**config.mk**
```make
export PLATFORM = sky130hd
export DESIGN_NAME = cic_integ_decim_flat
export DESIGN_NICKNAME = d
export VERILOG_FILES = /design/src/rtl/cic_integ_decim_pkg.sv /design/src/rtl/cic_integ_decim_if.sv /design/src/rtl/cic_integ_decim_integ_slot.sv /design/src/rtl/cic_integ_decim.sv /design/src/flat_wrapper.sv
export SDC_FILE = /design/constraint.sdc
export NUM_CORES = 1
export LEC_CHECK = 0
export CAP_MARGIN = 15
export CORE_ASPECT_RATIO = 1.75
export CORE_UTILIZATION = 55
export DETAILED_ROUTE_END_ITERATION = 7
export PLACE_DENSITY_LB_ADDON = 0.1
export SYNTH_ARGS = -nofsm -noshare
export SYNTH_HDL_FRONTEND = slang
export SYNTH_SLANG_ARGS = --single-unit
```
**constraint.sdc**
```tcl
create_clock -name clk -period 2.5 [get_ports clk]
set_clock_uncertainty 0.15 [all_clocks]
set_input_delay 0.5 -clock clk [delete_from_list [all_inputs] [get_ports clk]]
set_output_delay 0.5 -clock clk [all_outputs]
set_load 0.02 [all_outputs]
```
**src/rtl/cic_integ_decim_pkg.sv**
```systemverilog
// ---------------------------------------------------------------------------
// cic_integ_pkg
// Shared definitions for the CIC integrator / decimation sampler:
//   - default widths and channel count (dw_def, iw_def, nch_def, pw_def)
//   - sext(): sign-extension rule used to widen input samples
//   - gate_t: valid/keep pair carried alongside the data pipeline
// ---------------------------------------------------------------------------
package cic_integ_pkg;

   localparam int dw_def  = 28;  // integrator / output width
   localparam int iw_def  = 18;  // input sample width
   localparam int nch_def = 4;   // interleaved channels per frame
   localparam int pw_def  = 12;  // width of the decimation ratio

   // Sign-extend the low w bits of v to 64 bits. Callers truncate the result
   // to the integrator width, so dw may be narrower or wider than iw.
   function automatic logic [63:0] sext(input logic [63:0] v, input int unsigned w);
      logic [63:0] sh;
      sh = v << (64 - w);
      return $unsigned($signed(sh) >>> (64 - w));
   endfunction

   // Slot gate travelling one cycle behind the input slot.
   typedef struct packed {
      logic valid;  // slot carried a sample
      logic keep;   // slot belongs to a decimated (emitted) frame
   } gate_t;

endpackage

```
**src/rtl/cic_integ_decim_if.sv**
```systemverilog
// ---------------------------------------------------------------------------
// cic_integ_decim_if
// Sample-stream bundle between the upstream source and cic_integ_decim.
//   d_in      [iw]  sample for the current slot
//   g_in            slot valid
//   ch_first        marks channel 0 of a frame (qualified by g_in)
//   period    [pw]  decimation ratio R (0 behaves as 1)
//   d_out     [dw]  double-integrated value of the gated slot
//   g_out           output slot valid
//   frame_err       sticky framing error (only with CIC_INTEG_FRAMECHK_EN)
// Modports: master = stream source / sink, slave = the integrator block.
// ---------------------------------------------------------------------------
interface cic_integ_decim_if
   import cic_integ_pkg::*;
#(
   parameter int dw = dw_def,
   parameter int iw = iw_def,
   parameter int pw = pw_def
) ();

   logic [iw-1:0] d_in;
   logic          g_in;
   logic          ch_first;
   logic [pw-1:0] period;
   logic [dw-1:0] d_out;
   logic          g_out;
`ifdef CIC_INTEG_FRAMECHK_EN
   logic          frame_err;
`endif

   modport master (
      output d_in, g_in, ch_first, period,
`ifdef CIC_INTEG_FRAMECHK_EN
      input  frame_err,
`endif
      input  d_out, g_out
   );

   modport slave (
      input  d_in, g_in, ch_first, period,
`ifdef CIC_INTEG_FRAMECHK_EN
      output frame_err,
`endif
      output d_out, g_out
   );

endinterface

```
**src/rtl/cic_integ_decim_integ_slot.sv**
```systemverilog
// ---------------------------------------------------------------------------
// integ_slot
// One time-multiplexed integrator stage: an nch-deep gated delay line whose
// tail re-enters the adder, so each channel's accumulator comes back around
// exactly nch valid slots after it was written.
//   clk, reset_n   clock, asynchronous active-low reset
//   i_adv          advance the line (slot valid for this stage)
//   i_add   [dw]   value added to the returning accumulator
//   o_val   [dw]   tap_sum=0: head register (last written accumulator)
//                  tap_sum=1: new accumulator value (combinational sum)
// ---------------------------------------------------------------------------
module integ_slot #(
   parameter int dw      = 28,
   parameter int nch     = 4,
   parameter bit tap_sum = 1'b0
) (
   input  logic          clk,
   input  logic          reset_n,
   input  logic          i_adv,
   input  logic [dw-1:0] i_add,
   output logic [dw-1:0] o_val
);

   // r_line[0] is the head, r_line[nch-1] the tail holding this slot's channel.
   logic [dw-1:0] r_line [nch];
   logic [dw-1:0] w_sum;

   // Wraps modulo 2^dw; the downstream comb cancels the wrap exactly.
   assign w_sum = r_line[nch-1] + i_add;
   assign o_val = tap_sum ? w_sum : r_line[0];

   always_ff @(posedge clk or negedge reset_n) begin
      if (!reset_n) begin
         // NOTE: the delay line is state that feeds back into the adder, so
         // every entry is reset; an unreset line would integrate garbage.
         for (int k = 0; k < nch; k++) r_line[k] <= '0;
      end else if (i_adv) begin
         // NOTE: non-blocking assignments make the shift read the old
         // neighbour values; blocking here would collapse the line.
         r_line[0] <= w_sum;
         for (int k = 1; k < nch; k++) r_line[k] <= r_line[k-1];
      end
   end

endmodule

```
**src/rtl/cic_integ_decim.sv**
```systemverilog
// ---------------------------------------------------------------------------
// cic_integ_decim
// Time-multiplexed two-stage CIC integrator and decimation sampler for nch
// interleaved channels. Every valid slot is integrated twice; one frame in
// every `period` frames is gated out as a strobed stream for the comb stage.
//   clk       clock, all logic on posedge
//   reset_n   asynchronous active-low reset
//   bus       cic_integ_decim_if.slave: d_in/g_in/ch_first/period in,
//             d_out/g_out (and frame_err) out
// Optional feature macro: CIC_INTEG_FRAMECHK_EN adds a slot counter and the
// sticky frame_err output; without it neither exists.
// Latency: g_in at cycle t gives g_out at cycle t+2.
// ---------------------------------------------------------------------------
module cic_integ_decim
   import cic_integ_pkg::*;
#(
   parameter int dw  = dw_def,
   parameter int iw  = iw_def,
   parameter int nch = nch_def,
   parameter int pw  = pw_def
) (
   input  logic               clk,
   input  logic               reset_n,
   cic_integ_decim_if.slave   bus
);

   logic [dw-1:0] w_d_ext;
   logic [dw-1:0] w_i1_head;
   logic [dw-1:0] w_i2_new;
   logic          w_frame_start;
   logic          w_keep_now;
   logic [pw-1:0] w_reload;

   logic [pw-1:0] r_cnt;
   logic          r_keep;
   gate_t         r_gate;     // gate of the slot now in stage 2
   logic [dw-1:0] r_d_out;
   logic          r_g_out;

   assign w_d_ext       = dw'(sext(64'(bus.d_in), iw));
   assign w_frame_start = bus.g_in & bus.ch_first;
   assign w_reload      = (bus.period == '0) ? '0 : bus.period - pw'(1);

   // The frame-start slot uses the freshly decided keep; the remaining slots
   // of the frame reuse the registered decision.
   always_comb begin
      // NOTE: default assignment first so no path leaves the output unassigned
      // (that would infer a latch).
      w_keep_now = r_keep;
      if (w_frame_start) w_keep_now = (r_cnt == '0);
   end

   // Stage 1: i1[ch] += d_in, advanced on the input slot.
   integ_slot #(.dw(dw), .nch(nch), .tap_sum(1'b0)) u_stage1 (
      .clk     (clk),
      .reset_n (reset_n),
      .i_adv   (bus.g_in),
      .i_add   (w_d_ext),
      .o_val   (w_i1_head)
   );

   // Stage 2: i2[ch] += i1_head, advanced one cycle later on the delayed gate.
   integ_slot #(.dw(dw), .nch(nch), .tap_sum(1'b1)) u_stage2 (
      .clk     (clk),
      .reset_n (reset_n),
      .i_adv   (r_gate.valid),
      .i_add   (w_i1_head),
      .o_val   (w_i2_new)
   );

   // Decimation counter and gate pipeline. Reload wins over decrement, so the
   // counter never underflows; a new period is only sampled on reload.
   always_ff @(posedge clk or negedge reset_n) begin
      if (!reset_n) begin
         r_cnt  <= '0;
         r_keep <= 1'b0;
         r_gate <= '0;
      end else begin
         r_gate <= '{valid: bus.g_in, keep: w_keep_now};
         if (w_frame_start) begin
            if (r_cnt == '0) begin
               r_cnt  <= w_reload;
               r_keep <= 1'b1;
            end else begin
               r_cnt  <= r_cnt - pw'(1);
               r_keep <= 1'b0;
            end
         end
      end
   end

   // Output register: d_out only loads on emitted slots and holds otherwise.
   always_ff @(posedge clk or negedge reset_n) begin
      if (!reset_n) begin
         r_d_out <= '0;
         r_g_out <= 1'b0;
      end else begin
         r_g_out <= r_gate.valid & r_gate.keep;
         if (r_gate.valid & r_gate.keep) r_d_out <= w_i2_new;
      end
   end

   assign bus.d_out = r_d_out;
   assign bus.g_out = r_g_out;

`ifdef CIC_INTEG_FRAMECHK_EN
   localparam int sw = (nch > 1) ? $clog2(nch) : 1;
   localparam logic [sw-1:0] last_slot = sw'(nch - 1);

   logic [sw-1:0] r_slot;
   logic          r_frame_err;

   // Slot position within the frame; ch_first resynchronises it to 1 (the
   // slot after channel 0). Errors are sticky until reset.
   always_ff @(posedge clk or negedge reset_n) begin
      if (!reset_n) begin
         r_slot      <= '0;
         r_frame_err <= 1'b0;
      end else if (bus.g_in) begin
         if (bus.ch_first) begin
            if (r_slot != '0) r_frame_err <= 1'b1;
            r_slot <= sw'(1);
         end else begin
            if (r_slot == '0) r_frame_err <= 1'b1;
            r_slot <= (r_slot == last_slot) ? '0 : r_slot + sw'(1);
         end
      end
   end

   assign bus.frame_err = r_frame_err;
`endif

endmodule

```
**src/flat_wrapper.sv**
```systemverilog
// flat-port wrapper written by rule: the top's interface ports become plain ports
module cic_integ_decim_flat import cic_integ_pkg::*;
#(
   parameter int dw  = dw_def,
   parameter int iw  = iw_def,
   parameter int nch = nch_def,
   parameter int pw  = pw_def
)
  (clk, reset_n, bus_d_in, bus_g_in, bus_ch_first, bus_period, bus_d_out, bus_g_out);
  cic_integ_decim_if #(.dw(dw), .iw(iw), .pw(pw)) bus_i ();
  input  logic clk;
  input  logic reset_n;
  input wire logic [$bits(bus_i.d_in)-1:0] bus_d_in;
  input wire logic [$bits(bus_i.g_in)-1:0] bus_g_in;
  input wire logic [$bits(bus_i.ch_first)-1:0] bus_ch_first;
  input wire logic [$bits(bus_i.period)-1:0] bus_period;
  output wire logic [$bits(bus_i.d_out)-1:0] bus_d_out;
  output wire logic [$bits(bus_i.g_out)-1:0] bus_g_out;
  assign bus_i.d_in = bus_d_in;
  assign bus_i.g_in = bus_g_in;
  assign bus_i.ch_first = bus_ch_first;
  assign bus_i.period = bus_period;
  assign bus_d_out = bus_i.d_out;
  assign bus_g_out = bus_i.g_out;
  cic_integ_decim #(.dw(dw), .iw(iw), .nch(nch), .pw(pw)) u_core (.clk(clk), .reset_n(reset_n), .bus(bus_i));
endmodule
```
==> flow_summary.yaml <==
route:
  totalWireLength_mm: 30.6
  wl_per_cell_um: 18.4
  first_pass_iters: 4
  drtAntennaViolNets: 0
  vias: 9438
  drc: 0
  drt_iter0_drc: 416
  vias_per_cell: 5.66
power_and_ir_drop:
  p_per_area_nw_per_um2: 1530
  p_total_mw: 26.3
  power_leakage_nw: 7.49
  irDropWorstVdd_uv: 795
sta:
  max_slew_margin_pct: 53.2
  rsz0062_at_grt: "true"
  fmaxAchievable_ghz: 0.368
  finalCritPeriodShare_pct: 109
  tns_ns: -3.18
  min_period_ns: 2.72
  drv_slew: 0
  setup_viol: 31
  final-hold-violation-count: 0
  whs_ns: 0.246
  fin_ws_ns: -0.219
  worst_slew_pin_slew_ns: 0.700
yosys:
  ys_seq_area_share_pct: 50.8
  yosys_warnings: 0
  yosys-top-cells-count: "dfrtp_1 (268), mux2_2 (217), nand2_1 (78)"
  yosysUniqueCellTypes: 76
  ys.flop_type: "dfrtp_1"
  synth.area.top_cells: "dfrtp_1 (51%), mux2_2 (18%), ha_1 (5.5%)"
  synth.avg_cell_area_sq_um: 12.0
  syn_nets: 1197
  synthesis.instances: 1103
  synth_edf_count: 0
  synth_top_area_share_pct: 50.8
  ys_seq_elements: 268
  synth_most_common_cell: "dfrtp_1"
  synth_area_leader_cell: "dfrtp_1"
  syn_area_sq_um: 13200
  postSynth.asyncResetShare_pct: 100
finish:
  drive_above_1_share_pct: 41.2
  syn2layout_area_growth_pct: 29.8
  fin_nets: 1441
  insertedDiodeCount: 0
  final_area_sq_um: 17200
  fin_cells: 1668
placement:
  post-dp-hpwl_mm: 21.8
  dp_cells: 1603
  gp_congestion: 0.911
  dpl_cell_area_sq_um: 15500
  port_buffers: 62
min_path:
  holdPathStages: 2
  hp-start: "bus_g_in"
  holdPathEnd: "u_core.u_stage1.r_line[14]"
  hp-class: "primary input to register"
critical_path:
  worstSetupPathType: "register to register"
  critPathMaxStageDelay_ns: 0.51
  cp_slowest_cell: "a2111o_1"
  crit_required_ns: 2.78
  r2r_end: "u_core.bus.d_out[16]"
  start_kind: "register"
  crit_buf_inv: 1
  cp-end-kind: "register"
  r2r_start: "u_core.u_stage1.o_val[0]"
  reg2reg_depth: 10
  ff2ff_setup_slack_ns: -0.22
  path_cells: "ha_4 -> fa_2 -> a21o_1 -> nand4_1 -> a2111o_1 -> buf_4 -> a31oi_4 -> o211ai_1 -> and3b_1 -> o31ai_1"
  arrival_ns: 3.00
  cp_max_fo: 3
  critPathTopFamily: "compound AO/OA/AOI/OAI gates"
flow_run:
  cap_violations: 0
grt:
  met1_usage_pct: 29.9
  grt_pass1_vias: 9971
  grtUsageTotal_pct: 25.2
  grt_max_degree: 67
  grt_busiest_layer: "met2"
  grtUsageMet3_pct: 3.11
  grt_use_met2_pct: 44.9
  grt_overflow: 0
  grt_pass1_wl_mm: 49.8
  antenna_found_initial: 0
clock_tree:
  cts.sinks: 268
  cts_root_buffer: "clkbuf_16"
  clk_pin_slew_worst_paths_ns: 0.06
  insertion_delay_ns: 0.53
  cts_tree: "built"
  htree_num_levels: 1
  cts_buffer_depth: 3
  numCtsBuffers: 25
floorplan:
  num_rows: 74
  core_area_sq_um: 23400
  die_h_um: 207
  start_util_pct: 56.4
  ios: 63
  die_w_um: 119
  dieArea_sq_um: 24700
outcome:
  violations: "negative setup slack"
  outcome: "finished, violations left"
## routing by layer
metal | vias up | part of all wire [%]
met5 | - | 0
li1 | 4486 | -
met1 | 4711 | 40
met3 | 74 | 3.2
met2 | 167 | 53
met4 | 0 | 4.2
## power breakdown
group | internal (mW) | total (mW) | switching (mW)
clock network | 1.89 | 3.53 | 1.64
registers | 6.52 | 8.00 | 1.48
logic | 7.98 | 14.8 | 6.78
total | 16.4 | 26.3 | 9.90
## how the worst max path moves through the flow
stage	startpoint	to	slack, ns	depth (start not counted)
after floorplan	bus_d_in[0]	u_core.u_stage1.o_val[14]	-0.08	9
after global placement	bus_d_in[0]	u_core.u_stage1.o_val[14]	-0.77	10
after detailed placement	bus_d_in[0]	u_core.u_stage1.o_val[14]	-0.76	10
after CTS	u_core.u_stage1.o_val[0]	u_core.bus.d_out[26]	-0.21	9
after global routing	u_core.u_stage1.o_val[0]	u_core.u_stage2.r_line[110]	-0.29	9
final	u_core.u_stage1.o_val[0]	u_core.bus.d_out[16]	-0.22	10
## sequential cells by signal, indices dropped and copies added (netlist names)
register,cells
u_core.u_stage1.r_line,84
u_core.u_stage1.o_val,28
u_core.bus.d_out,28
u_core.u_stage2.r_line,112
u_core.r_gate,2
u_core.r_cnt,12
u_core.bus.g_out,1
u_core.r_keep,1
## cell usage in the layout, fill, tap and decap left out, types with 7 or more instances in the layout
cell	count
xnor2_2	9
a21o_1	18
nand4_1	10
nand2_1	75
clkbuf_1	11
nand3_1	20
buf_6	7
nor3_1	18
o21ai_1	11
nor2_1	29
o21bai_1	9
o211ai_1	9
mux2_4	17
buf_4	183
nand2b_1	9
inv_1	25
mux2_2	202
o21ai_0	21
ha_4	18
clkbuf_16	25
a21oi_1	54
xor2_1	12
clkdlybuf4s50_1	57
dfrtp_1	263
ha_1	40
xnor2_1	29
and3_1	9
a21oi_2	10
## layout make-up
cell class,instances,area [sq um]
flip-flops and latches,268,6720
clock inverters,7,41.3
multi-input cells,768,7060
clock buffers,37,681
inverters,27,101
repair buffers,257,2170
well taps,304,380
fillers,1620,6270
## timing repair
action | in CTS | in global routing
hold buffers | 1 | 0
endpoints found under the hold margin | 53 | 0
setup buffers | 9 | 17
pin swaps | 26 | 55
setup endpoints to repair | 45 | 50
gates resized for setup | 66 | 76
## per-stage QoR
stage / worst slack, ns / utilization [%]
final: -0.219 / 73.2
after global routing: -0.290 / 73.2
after global placement: -0.766 / 66.1
after CTS: -0.213 / 71.0
after detailed placement: -0.764 / 66.1
after floorplan: -0.0821 / -
## worst reg2reg max path: stages (launching register included)
cell and delay [ns]:
dfrtp_1 0.43, ha_4 0.17, fa_2 0.21, a21o_1 0.13, nand4_1 0.15, a2111o_1 0.51, buf_4 0.18, a31oi_4 0.18
o211ai_1 0.12, and3b_1 0.21, o31ai_1 0.19
## kinds of logic (layout without fill, tap and decap cells)
kind of cell / count (synthesis) / after routing / synth area share [%]
buf+inv: 67 / 328 / 1.93
mux: 219 / 219 / 18.7
fa+ha+maj: 60 / 60 / 5.79
flops: 268 / 268 / 50.8
xor+xnor: 52 / 52 / 3.45
compound gates: 213 / 213 / 11.1
simple gates: 224 / 224 / 8.32
Note: power is estimated with default switching activity, not from simulation.
